`config.mk`:
```
export PLATFORM = sky130hd
export DESIGN_NAME = mux_sel_pipe
export DESIGN_NICKNAME = d
export VERILOG_FILES = /design/src/rtl/mux_sel_pipe.sv
export SDC_FILE = /design/constraint.sdc
export NUM_CORES = 1
export LEC_CHECK = 0
export CORE_MARGIN = 2
export CORE_UTILIZATION = 30
export DETAILED_ROUTE_END_ITERATION = 10
export GPL_TIMING_DRIVEN = 0
export HOLD_SLACK_MARGIN = 0.06
export PLACE_DENSITY = 0.72
export SYNTH_ARGS = -nofsm -noshare
export SYNTH_HDL_FRONTEND = slang
export SYNTH_SLANG_ARGS = --single-unit
```
`constraint.sdc`:
```
create_clock -name clk -period 2.9 [get_ports clk]
set_input_delay 0.435 -clock clk [delete_from_list [all_inputs] [get_ports clk]]
set_output_delay 0.435 -clock clk [all_outputs]
set_load 0.01 [all_outputs]
```
`src/rtl/mux_sel_pipe.sv`:
```
// mux_sel_pipe: registered N:1 word selector with a valid/ready handshake.
//
// Picks one WIDTH-bit lane out of N packed lanes, indexed either by the external
// binary select (mode=0) or by an internal round-robin scan pointer (mode=1).
// The selected word, its index and an out-of-range flag land in a one-entry
// output register that can be overwritten while it drains, so a beat can move
// every cycle.
//
// Ports:
//   clk        clock, all state on the rising edge
//   rst        asynchronous reset, active-high
//   in_data    N packed lanes, lane k = in_data[k*WIDTH +: WIDTH]
//   sel        binary lane index (mode=0)
//   mode       0 = direct select, 1 = round-robin scan
//   in_valid   input beat offered
//   in_ready   block can accept a beat this cycle
//   out_data   registered selected word (0 when the index was out of range)
//   out_sel    index that produced out_data
//   out_err    selected index was >= N
//   out_valid  output register holds a beat
//   out_ready  downstream accepts the beat
//
// Build option:
//   MUX_ERR_STICKY_EN  when defined, out_err is sticky until rst: it is set by
//                      any accepted out-of-range beat and survives later beats.

module mux_sel_pipe #(
    parameter int unsigned WIDTH = 16,
    parameter int unsigned N     = 16,
    parameter int unsigned SEL_W = 4
) (
    input  logic               clk,
    input  logic               rst,
    input  logic [N*WIDTH-1:0] in_data,
    input  logic [SEL_W-1:0]   sel,
    input  logic               mode,
    input  logic               in_valid,
    output logic               in_ready,
    output logic [WIDTH-1:0]   out_data,
    output logic [SEL_W-1:0]   out_sel,
    output logic               out_err,
    output logic               out_valid,
    input  logic               out_ready
);

    logic [WIDTH-1:0] data_q;
    logic [SEL_W-1:0] sel_q;
    logic             err_q, err_d;
    logic             valid_q;
    logic [SEL_W-1:0] ptr_q, ptr_d;

    logic [SEL_W-1:0] idx;
    logic             idx_oor;
    logic [WIDTH-1:0] lane_word;
    logic             accept;

    assign idx      = mode ? ptr_q : sel;
    assign idx_oor  = (32'(idx) >= N);
    assign in_ready = !valid_q || out_ready;
    assign accept   = in_valid && in_ready;

    // An index with no matching lane falls through to zero, which is exactly
    // the out-of-range data value.
    always_comb begin
        lane_word = '0;
        for (int unsigned k = 0; k < N; k++) begin
            if (idx == SEL_W'(k)) begin
                lane_word = in_data[k*WIDTH +: WIDTH];
            end
        end
    end

    // The pointer only lives while scanning; direct mode parks it at lane 0 so
    // a beat accepted on the 0->1 mode edge starts the scan from the bottom.
    always_comb begin
        ptr_d = ptr_q;
        if (!mode) begin
            ptr_d = '0;
        end else if (accept) begin
            ptr_d = (ptr_q == SEL_W'(N - 1)) ? '0 : ptr_q + SEL_W'(1);
        end
    end

    always_comb begin
        err_d = err_q;
        if (accept) begin
`ifdef MUX_ERR_STICKY_EN
            err_d = err_q | idx_oor;
`else
            err_d = idx_oor;
`endif
        end
    end

    always_ff @(posedge clk or posedge rst) begin
        if (rst) begin
            data_q  <= '0;
            sel_q   <= '0;
            err_q   <= 1'b0;
            valid_q <= 1'b0;
            ptr_q   <= '0;
        end else begin
            ptr_q <= ptr_d;
            err_q <= err_d;
            if (accept) begin
                data_q  <= lane_word;
                sel_q   <= idx;
                valid_q <= 1'b1;
            end else if (out_ready) begin
                valid_q <= 1'b0;
            end
        end
    end

    assign out_data  = data_q;
    assign out_sel   = sel_q;
    assign out_err   = err_q;
    assign out_valid = valid_q;

endmodule

```
==> results of run 1 <==
==> registers in the layout (all words and copies together) (netlist names) <==
register / flops
ptr_q: 4
out_data: 16
out_valid: 1
out_sel: 4
==> critical path, cell delays in order <==
cell and delay (ns):
clkdlybuf4s50_1 0.50, buf_2 0.24, nor3b_2 0.11, nor2_4 0.30, clkbuf_4 0.35, o22ai_1 0.17
a2111oi_4 0.47, o2111ai_1 0.29, nand3_1 0.16
==> how the worst min path moves through the flow <==
stage	startpoint	to	slack, ns
after floorplan	rst	out_data[0]	0.46
after global placement	out_sel[1]	out_sel[1]	0.46
after detailed placement	out_sel[1]	out_sel[1]	0.47
after CTS	out_sel[1]	out_sel[1]	0.49
after global routing	out_sel[0]	out_sel[0]	0.52
final	out_sel[1]	out_sel[1]	0.49
==> kinds of logic after synthesis <==
kind of cell	count (synthesis)	share of synthesized area, %
adder cells (fa/ha/maj)	1	0.317
buffers and inverters	72	8.30
other	1	0.0949
XOR/XNOR	3	0.665
multiplexers	12	3.42
AND/OR/NAND/NOR	174	24.4
flip-flops	25	15.8
AO/OA/AOI/OAI	285	46.9
==> layout by cell type, fill, tap and decap left out, types with 4 or more instances in the layout <==
| cell | Yosys | routed |
|---|---|---|
| clkdlybuf4s50_1 | 0 | 285 |
| and4_1 | 11 | 11 |
| nand3_1 | 16 | 16 |
| a211oi_1 | 6 | 6 |
| o21ai_0 | 76 | 75 |
| a221oi_1 | 12 | 12 |
| nor2_1 | 33 | 33 |
| o21a_1 | 5 | 5 |
| clkbuf_2 | 0 | 5 |
| clkbuf_1 | 28 | 23 |
| mux2i_1 | 6 | 4 |
| o22ai_1 | 38 | 38 |
| a2111oi_4 | 0 | 4 |
| a2111oi_1 | 0 | 4 |
| nor2_4 | 4 | 4 |
| and3_1 | 4 | 4 |
| o221ai_1 | 6 | 6 |
| inv_1 | 9 | 9 |
| a21oi_1 | 49 | 47 |
| nand2b_1 | 18 | 18 |
| nor3_1 | 34 | 34 |
| nand2_1 | 24 | 24 |
| o2111ai_1 | 9 | 9 |
| o211ai_1 | 11 | 11 |
| a31oi_1 | 7 | 7 |
| nor2b_1 | 4 | 4 |
| o21ai_1 | 3 | 4 |
| dfrtp_1 | 25 | 25 |
| buf_2 | 25 | 22 |
| a22oi_1 | 30 | 30 |
| a2111oi_2 | 1 | 4 |
| mux2_2 | 4 | 4 |
==> per-layer routing <==
layer | track usage [%] | up-vias
li1 | - | 2839
met5 | 0 | -
met1 | 46.6 | 3046
met4 | 11.5 | 0
met3 | 8.59 | 50
met2 | 57.6 | 451
==> repair_timing <==
action | CTS | global route
pin swaps | 0 | 1
endpoints found under the hold margin | 0 | 0
endpoints found under the setup margin | 9 | 14
gates resized for setup | 12 | 32
==> final cells by class <==
cell class              count  share of cell area [%]
diodes                      2                  0.0690
repair buffers            285                    39.4
plain buffers              60                    4.14
inverters                  10                   0.518
well taps                 172                    2.97
clock buffers               4                    1.09
multi-input cells         476                    43.2
flip-flops and latches     25                    8.63
==> power breakdown <==
part	internal [mW]	switching [mW]	leakage [nW]
logic	0.627	0.552	2.18
registers	0.404	0.0385	0.313
clock network	0.189	0.134	0.0382
total	1.22	0.724	2.53
==> reports/metrics.cfg, run 1 <==
[die]
top_level_ports=288
die_h_um=119
initial_utilization_pct=31.1
placement_rows=41
chipWidth_um=119
die_area_sq_mm=0.0141
core_area_sq_mm=0.0127

[job]
cap_viol_max_count=0

[worst_setup_path]
setup.reg_to_reg.worst_slack_ns=0.27
critical_path.startpoint=sel[0]
r2r.worst_path.cells=7
worstSetupPathType=in -> reg
worst_ep_required_time_ns=3.09
endpoint=out_data[7]
cp_data_arrival_time_ns=3.02
critical_path.reg2reg.endpoint=out_data[6]
crit_path_max_fanout=10
reg2reg_from=ptr_q[1]
end_kind=flop
timing.critical_path.from_type=primary input

[route]
totalWireLength_um=26400
drc=0
wl_met3_um=3010
wl_met1_um=10500
drt_first_iter_violations=844
via_count_of_the_routed_design=6386
wl_per_cell_um=25.5
route.detailed.vias_per_inst=6.18
drt_pre_antenna_iters=5
drtAntennaViolNets=0
detailroute.wirelength.met2_um=12200
top_sig_layer=met4

[global_route]
grt_overflow=0
initial_antenna_violation_count=2
grt_use_total_pct=35.6
grt_pass1_vias=6245
grt_first_pass_wirelength_um=38300
grt_max_degree=26

[sta]
fmaxAchievable_ghz=0.353
layout_setup_ws_ns=0.0708
timing.final.max_slew_violations=0
final_min_period_over_clock_period_pct=97.6
minimum_hold_slack_ns=0.487
clock-skew-final_ns=0.00167
setup_total_negative_slack_ns=0
timing_hold_violations_final=0
layout_min_cycle_time_ns=2.83
tightest_pin_transition_ns=1.06
maxSlewHeadroom_pct=29.5
final-setup-viol-count=0

[synth]
syn_inst=573
postSynth.topFlopCell=dfrtp_1
synth_net_count=839
synth_top_cells_by_area=dfrtp_1 16%, o21ai_0 9.6%, a21oi_1 6.2%
synth_sequential_area_ratio_pct=15.8
most_instantiated_library_cell_after_synthesis=o21ai_0
synth_top_cell_by_area=dfrtp_1
synth.yosys.warnings=0
ys_seq_elements=25
synthArstFlopShare_pct=100
post_synth_instance_area_sq_mm=0.00395
synth.top_cells.by_count=76 x o21ai_0, 49 x a21oi_1, 38 x o22ai_1
synth.top_cell.area_share_pct=15.8
synth.distinct_cells=66
synthesized_area_divided_by_synthesized_cell_count_sq_um=6.90
synth_edf_count=0

[final_layout]
fin_area_sq_mm=0.00725
multiInputGateArea_sq_mm=0.00313
drive_above_1_share_pct=8.37
finalNetCount=1127
finish.utilization_pct=57.0
layout.cells.non_filler=1034
filler_cell_count=1251
area.sequential_sq_um=626
area_delta_synth_final_pct=83.5

[placed_design]
placed_cells_incl_taps=1030
gp_congestion=1.00
buffer_ports.inserted=285
detailed_place.area_sq_mm=0.00702
pre_cts_slack_ns=-0.700
dpl.hpwl_um=21200

[clock_tree]
clk-insertion-delay-late_ns=0.26
post-cts-setup-buffers=0
clock_tree_from_tritoncts=built
total_clock_buffers_created_by_cts=3
root_buf_cell=clkbuf_16
tritoncts_num_sinks=25
clk_pin_slew_ns=0.07
htree_levels=1
ctsLongestPathBuffers=2
postCtsHoldBufs=0

[status]
result_of_the_run=complete, no violations

[power]
power.density_cell_area_mw_per_mm2=268
ir_worst_vdd_mv=0.145
power.leakage_nw=2.53
total_power_mw=1.94

[hold_path]
hold-path-cell-count=2
worst_hold_path_type=reg -> reg

No activity file was read; power rests on OpenSTA's default activity.
==> inputs of run 2 (changes only) <==
DONT_BUFFER_PORTS = 1   (was default)
MAX_ROUTING_LAYER = met4   (was default)
PLACE_DENSITY = default   (was 0.72)
==> reports/metrics.cfg, run 2 (synthesis gave the netlist of run 1 again) <==
[status]
result_of_the_run=complete, no violations  ; unchanged

[sta]
final_min_period_over_clock_period_pct=99.8  ; was 97.6%
maxSlewHeadroom_pct=30.4  ; was 29.5%
timing_hold_violations_final=0  ; unchanged
unrepaired_setup_endpoints_after_global_routing=no
tightest_pin_transition_ns=1.04  ; was 1.06 ns
final-setup-viol-count=0  ; unchanged
minimum_hold_slack_ns=0.287  ; was 0.487 ns
clock-skew-final_ns=0.00206  ; was 0.00167 ns
layout_min_cycle_time_ns=2.90  ; was 2.83 ns
layout_setup_ws_ns=0.00479  ; was 0.0708 ns
timing.final.max_slew_violations=0  ; unchanged
fmaxAchievable_ghz=0.345  ; was 0.353 GHz

[placed_design]
gp_congestion=0.995  ; was 1.00
dpl.hpwl_um=19400  ; was 21,200 um
buffer_ports.inserted=0  ; was 285
pre_cts_slack_ns=-0.329  ; was -0.700 ns

[die]
die_h_um=119  ; unchanged
initial_utilization_pct=31.1  ; unchanged
placement_rows=41  ; unchanged
chipWidth_um=119  ; unchanged
core_area_sq_mm=0.0127  ; unchanged
top_level_ports=288  ; unchanged
die_area_sq_mm=0.0141  ; unchanged

[final_layout]
largest_reg_flops=16  ; unchanged
finalNetCount=844  ; was 1,127
area_delta_synth_final_pct=8.87  ; was 83.5%
layout.cells.most_common_list=76 x o21ai_0, 49 x a21oi_1, 38 x o22ai_1, 34 x nor3_1, 33 x nor2_1  ; was 285 x clkdlybuf4s50_1, 75 x o21ai_0, 47 x a21oi_1, 38 x o22ai_1, 34 x nor3_1
final_common_cell=o21ai_0  ; was clkdlybuf4s50_1
drive_above_1_share_pct=10.7  ; was 8.37%

[worst_setup_path]
worst_ep_required_time_ns=3.09  ; about the same
end_kind=flop  ; unchanged
worstSetupPathType=reg -> reg  ; was in -> reg
timing.critical_path.from_type=flop  ; was primary input
critPathMaxStageDelay_ns=0.67  ; was 0.50 ns
critical_path.cell_chain=and3b_1, nor2_4, buf_2, o22ai_1, a2111oi_2, o2111ai_1, nand3_1  ; was clkdlybuf4s50_1, buf_2, nor3b_2, nor2_4, clkbuf_4, o22ai_1, a2111oi_4, o2111ai_1, nand3_1
cp_top_family=compound AO/OA/AOI/OAI gates  ; was buffers and inverters
worst_path_max_delay_cell=a2111oi_2  ; was clkdlybuf4s50_1
critPathBufInv=1  ; was 3
cp_data_arrival_time_ns=3.09  ; was 3.02 ns
crit_path_max_fanout=10  ; unchanged

[power]
power.leakage_nw=1.40  ; was 2.53 nW
power_switching_uw=624  ; was 724 uW
power_switching_share_pct=43.4  ; was 37.2%
total_power_mw=1.44  ; was 1.94 mW
sequential_fraction_of_design_power_pct=33.5  ; was 22.8%
ir_worst_vdd_mv=0.184  ; was 0.145 mV
p_int_uw=815  ; was 1.22 mW
power.density_cell_area_mw_per_mm2=335  ; was 268 mW/mm^2
clockPowerShare_pct=21.9  ; was 16.6%
comb_power_share_pct=44.6  ; was 60.7%

[clock_tree]
clk-insertion-delay-late_ns=0.26  ; about the same
clk_pin_slew_ns=0.07  ; about the same
tritoncts_num_sinks=25  ; unchanged
post-cts-setup-buffers=0  ; unchanged
clock_tree_from_tritoncts=built  ; unchanged
root_buf_cell=clkbuf_16  ; unchanged
htree_levels=1  ; unchanged
ctsLongestPathBuffers=2  ; unchanged
total_clock_buffers_created_by_cts=3  ; unchanged

[global_route]
grt_use_total_pct=33.2  ; was 35.6%
grt_first_pass_wirelength_um=33900  ; was 38,300 um
grt_pass1_vias=5112  ; was 6,245
grt_max_degree=26  ; unchanged
grt_overflow=0  ; unchanged
initial_antenna_violation_count=2  ; unchanged

[route]
totalWireLength_um=24100  ; was 26,400 um
drtAntennaViolNets=0  ; unchanged
route.detailed.vias_per_inst=7.15  ; was 6.18
via_count_of_the_routed_design=5368  ; was 6,386
drt_first_iter_violations=711  ; was 844
drt_pre_antenna_iters=6  ; was 5
drc=0  ; unchanged
wl_per_cell_um=32.0  ; was 25.5 um

[job]
cap_viol_max_count=0  ; unchanged

[hold_path]
worst_hold_path_type=in -> reg  ; was reg -> reg

run 2: per-stage QoR:
| stage | utilization (%) | cell area [sq um] | instances | setup TNS, ns |
|---|---|---|---|---|
| after floorplan | - | 3950 | 573 | 0 |
| after global placement | 32.7 | 4170 | 745 | -1.68 |
| after detailed placement | 32.7 | 4170 | 745 | -1.36 |
| after CTS | 33.6 | 4280 | 749 | 0 |
| after global routing | 33.8 | 4300 | 751 | 0 |
| final | 33.8 | 4300 | 751 | 0 |
run 2: worst paths after layout:
path / slack, ns / endpoint / from / depth (start not counted)
setup / recovery: 0.005 / out_data[7] / ptr_q[1] / 7
hold / removal: 0.29 / out_valid / in_valid / 1
setup reg to reg: 0.005 / out_data[7] / ptr_q[1] / 7
hold reg to reg: 0.57 / out_sel[1] / out_sel[1] / 2
max in group asynchronous: 1.95 / out_data[10] / rst / 1
min in group asynchronous: 0.32 / out_data[7] / rst / 1
run 2: cell type report:
| type | instances | area [sq um] |
|---|---|---|
| multi-input combinational | 476 | 3050 |
| tap | 172 | 215 |
| inverter | 10 | 37.5 |
| buffer | 62 | 292 |
| antenna | 2 | 5.00 |
| fill | 1471 | 8420 |
| sequential | 25 | 626 |
| clock buffer | 4 | 78.8 |
run 2: per-layer routing:
| layer | up-vias | global-route usage [%] | part of all wire [%] |
|---|---|---|---|
| met5 | - | - | 0 |
| met4 | 0 | 8.48 | 2.6 |
| met3 | 55 | 6.47 | 12 |
| met1 | 2558 | 44.9 | 41 |
| li1 | 2282 | - | - |
| met2 | 473 | 50.6 | 45 |
run 2: what timing repair did:
item | in CTS | in global routing
hold buffers | 0 | 0
gates resized for setup | 11 | 5
setup endpoints to repair | 7 | 4
gates cloned | 0 | 0
run 2: power by group through the flow:
stage / Sequential [mW] / Clock [mW] / Combinational [mW]
6_report: 0.481 / 0.315 / 0.642
5_1_grt: 0.486 / 0.335 / 0.686
4_1_cts: 0.480 / 0.318 / 0.620
3_5_place_dp: 0.487 / 0 / 0.610
3_3_place_gp: 0.485 / 0 / 0.606
2_1_floorplan: 0.466 / 0 / 0.420
==> inputs of run 3 (changes only) <==
CAP_MARGIN = 20   (was default)
==> reports/metrics.cfg, run 3 (synthesis gave the netlist of run 1 again) <==
[clock_tree]
htree_levels=1  ; unchanged
clk_pin_slew_ns=0.07  ; about the same
tritoncts_num_sinks=25  ; unchanged
ctsLongestPathBuffers=2  ; unchanged
clk-insertion-delay-late_ns=0.26  ; about the same
total_clock_buffers_created_by_cts=3  ; unchanged
root_buf_cell=clkbuf_16  ; unchanged
clock_tree_from_tritoncts=built  ; unchanged

[worst_setup_path]
critPathBufInv=1  ; unchanged
setup.reg_to_reg.worst_slack_ns=-0.03  ; was 0.005 ns
worstSetupPathType=reg -> reg  ; unchanged
reg2reg_from=ptr_q[1]  ; unchanged
cp_data_arrival_time_ns=3.12  ; was 3.09 ns
crit_path_max_fanout=10  ; unchanged
critical_path.reg2reg.endpoint=out_data[7]  ; unchanged
r2r.worst_path.cells=7  ; unchanged
end_kind=flop  ; unchanged
cp_top_family=compound AO/OA/AOI/OAI gates  ; unchanged
worst_path_max_delay_cell=a2111oi_2  ; unchanged
critical_path.cell_chain=and3b_1, nor2_4, buf_2, o22ai_1, a2111oi_2, o2111ai_1, nand3_1  ; unchanged
timing.critical_path.from_type=flop  ; unchanged
critPathMaxStageDelay_ns=0.66  ; was 0.67 ns
worst_ep_required_time_ns=3.09  ; about the same

[die]
core_area_sq_mm=0.0127  ; unchanged
chipWidth_um=119  ; unchanged
die_h_um=119  ; unchanged
placement_rows=41  ; unchanged
top_level_ports=288  ; unchanged
die_area_sq_mm=0.0141  ; unchanged
initial_utilization_pct=31.1  ; unchanged

[global_route]
top_usage_layer=met2  ; unchanged
grt_max_degree=26  ; unchanged
initial_antenna_violation_count=2  ; unchanged
globalRouteMet3Util_pct=6.47  ; unchanged
grt_pass1_vias=5112  ; unchanged
grt_first_pass_wirelength_um=33900  ; unchanged
gr-usage-met2_pct=50.6  ; unchanged
grt_overflow=0  ; unchanged
grt_use_total_pct=33.2  ; unchanged
met1_global_route_usage_pct=44.9  ; unchanged

[sta]
timing_hold_violations_final=0  ; unchanged
layout_min_cycle_time_ns=2.93  ; was 2.90 ns
timing.final.max_slew_violations=0  ; unchanged
final-setup-viol-count=2  ; was 0
tightest_pin_transition_ns=0.843  ; was 1.04 ns
maxSlewHeadroom_pct=43.6  ; was 30.4%
setup_total_negative_slack_ns=-0.0388  ; was 0 ns
fmaxAchievable_ghz=0.342  ; was 0.345 GHz
layout_setup_ws_ns=-0.0267  ; was 0.00479 ns
final_min_period_over_clock_period_pct=101  ; was 99.8%
clock-skew-final_ns=0.00197  ; was 0.00206 ns
unrepaired_setup_endpoints_after_global_routing=no  ; unchanged

[final_layout]
finalNetCount=846  ; was 844
final_common_cell=o21ai_0  ; unchanged
drive_above_1_share_pct=10.9  ; was 10.7%
layout.cells.most_common_list=76 x o21ai_0, 49 x a21oi_1, 38 x o22ai_1, 34 x nor3_1, 33 x nor2_1  ; unchanged
largest_reg_flops=16  ; unchanged
area_delta_synth_final_pct=9.82  ; was 8.87%

[hold_path]
worst_hold_path_type=in -> reg  ; unchanged
min-delay-start=in_valid  ; unchanged
holdPathEnd=out_valid  ; unchanged
hold-path-cell-count=1  ; unchanged

[placed_design]
dpl.hpwl_um=19400  ; unchanged
gp_congestion=0.995  ; unchanged
buffer_ports.inserted=0  ; unchanged
pre_cts_slack_ns=-0.329  ; unchanged

[route]
via_count_of_the_routed_design=5418  ; was 5,368
wl_per_cell_um=32.2  ; was 32.0 um
drt_first_iter_violations=738  ; was 711
drt_pre_antenna_iters=7  ; was 6
totalWireLength_um=24200  ; was 24,100 um
drtAntennaViolNets=0  ; unchanged
drc=0  ; unchanged
route.detailed.vias_per_inst=7.20  ; was 7.15

[power]
ir_worst_vdd_mv=0.186  ; was 0.184 mV
power.leakage_nw=1.41  ; was 1.40 nW
power.density_cell_area_mw_per_mm2=334  ; was 335 mW/mm^2

[status]
result_of_the_run=complete, but fails checks  ; was complete, no violations
violations_in_the_final_reports=setup timing

[job]
cap_viol_max_count=0  ; unchanged

-- run 3: cell type report --
cell class                 count  area, sq um
inverter                      10         37.5
fill                        1469         8380
sequential                    25          626
buffer                        62          292
antenna                        2         5.00
clock buffer                   4         78.8
tap                          172          215
multi-input combinational    476         3050
timing repair buffer           2         37.5
-- run 3: metrics by stage --
step	util [%]	std cells	hold WS, ns	power [mW]	area, sq um
global placement	32.7	745	0.547	1.09	4170
global route	34.1	753	0.290	1.51	4340
detailed placement	32.7	745	0.554	1.10	4170
finish	34.1	753	0.285	1.45	4340
floorplan	-	573	0.462	0.886	3950
CTS	33.6	749	0.287	1.42	4280
-- run 3: how the worst max path moves through the flow --
stage / endpoint / start / cells after the start / slack (ns)
5_1_grt: out_data[4] / out_valid / 8 / 0.02
4_1_cts: out_data[9] / out_valid / 8 / 0.006
3_5_place_dp: out_data[7] / sel[1] / 8 / -0.33
3_3_place_gp: out_data[5] / sel[1] / 8 / -0.39
6_report: out_data[7] / ptr_q[1] / 7 / -0.03
2_1_floorplan: out_data[2] / mode / 8 / 0.84
-- run 3: worst register-to-register path: cells and delay by family (launching register included) --
kind | cells | cell delay [ns]
flip-flops | 1 | 0.52
buffers and inverters | 1 | 0.37
AND/OR/NAND/NOR | 3 | 0.74
AO/OA/AOI/OAI | 3 | 1.23
-- run 3: routing by layer --
metal	routed length (um)	vias to the layer above	share of wire, %
li1	-	2285	-
met1	10200	2638	42
met2	10800	450	45
met3	2600	45	11
met4	593	0	2.4
met5	0	-	0
-- run 3: what timing repair did --
item / 4_1_cts / 5_1_grt
gates resized for setup: 11 / 5
endpoints found under the setup margin: 7 / 4
buffers inserted: 0 / 0
endpoints found under the hold margin: 0 / 3
gates cloned: 0 / 0
hold buffers: 0 / 1
-- run 3: power breakdown --
| part | leakage, nW | internal (mW) | switching [mW] |
|---|---|---|---|
| combinational | 1.06 | 0.227 | 0.425 |
| sequential | 0.313 | 0.404 | 0.0786 |
| clock | 0.0382 | 0.188 | 0.128 |
| total | 1.41 | 0.820 | 0.632 |
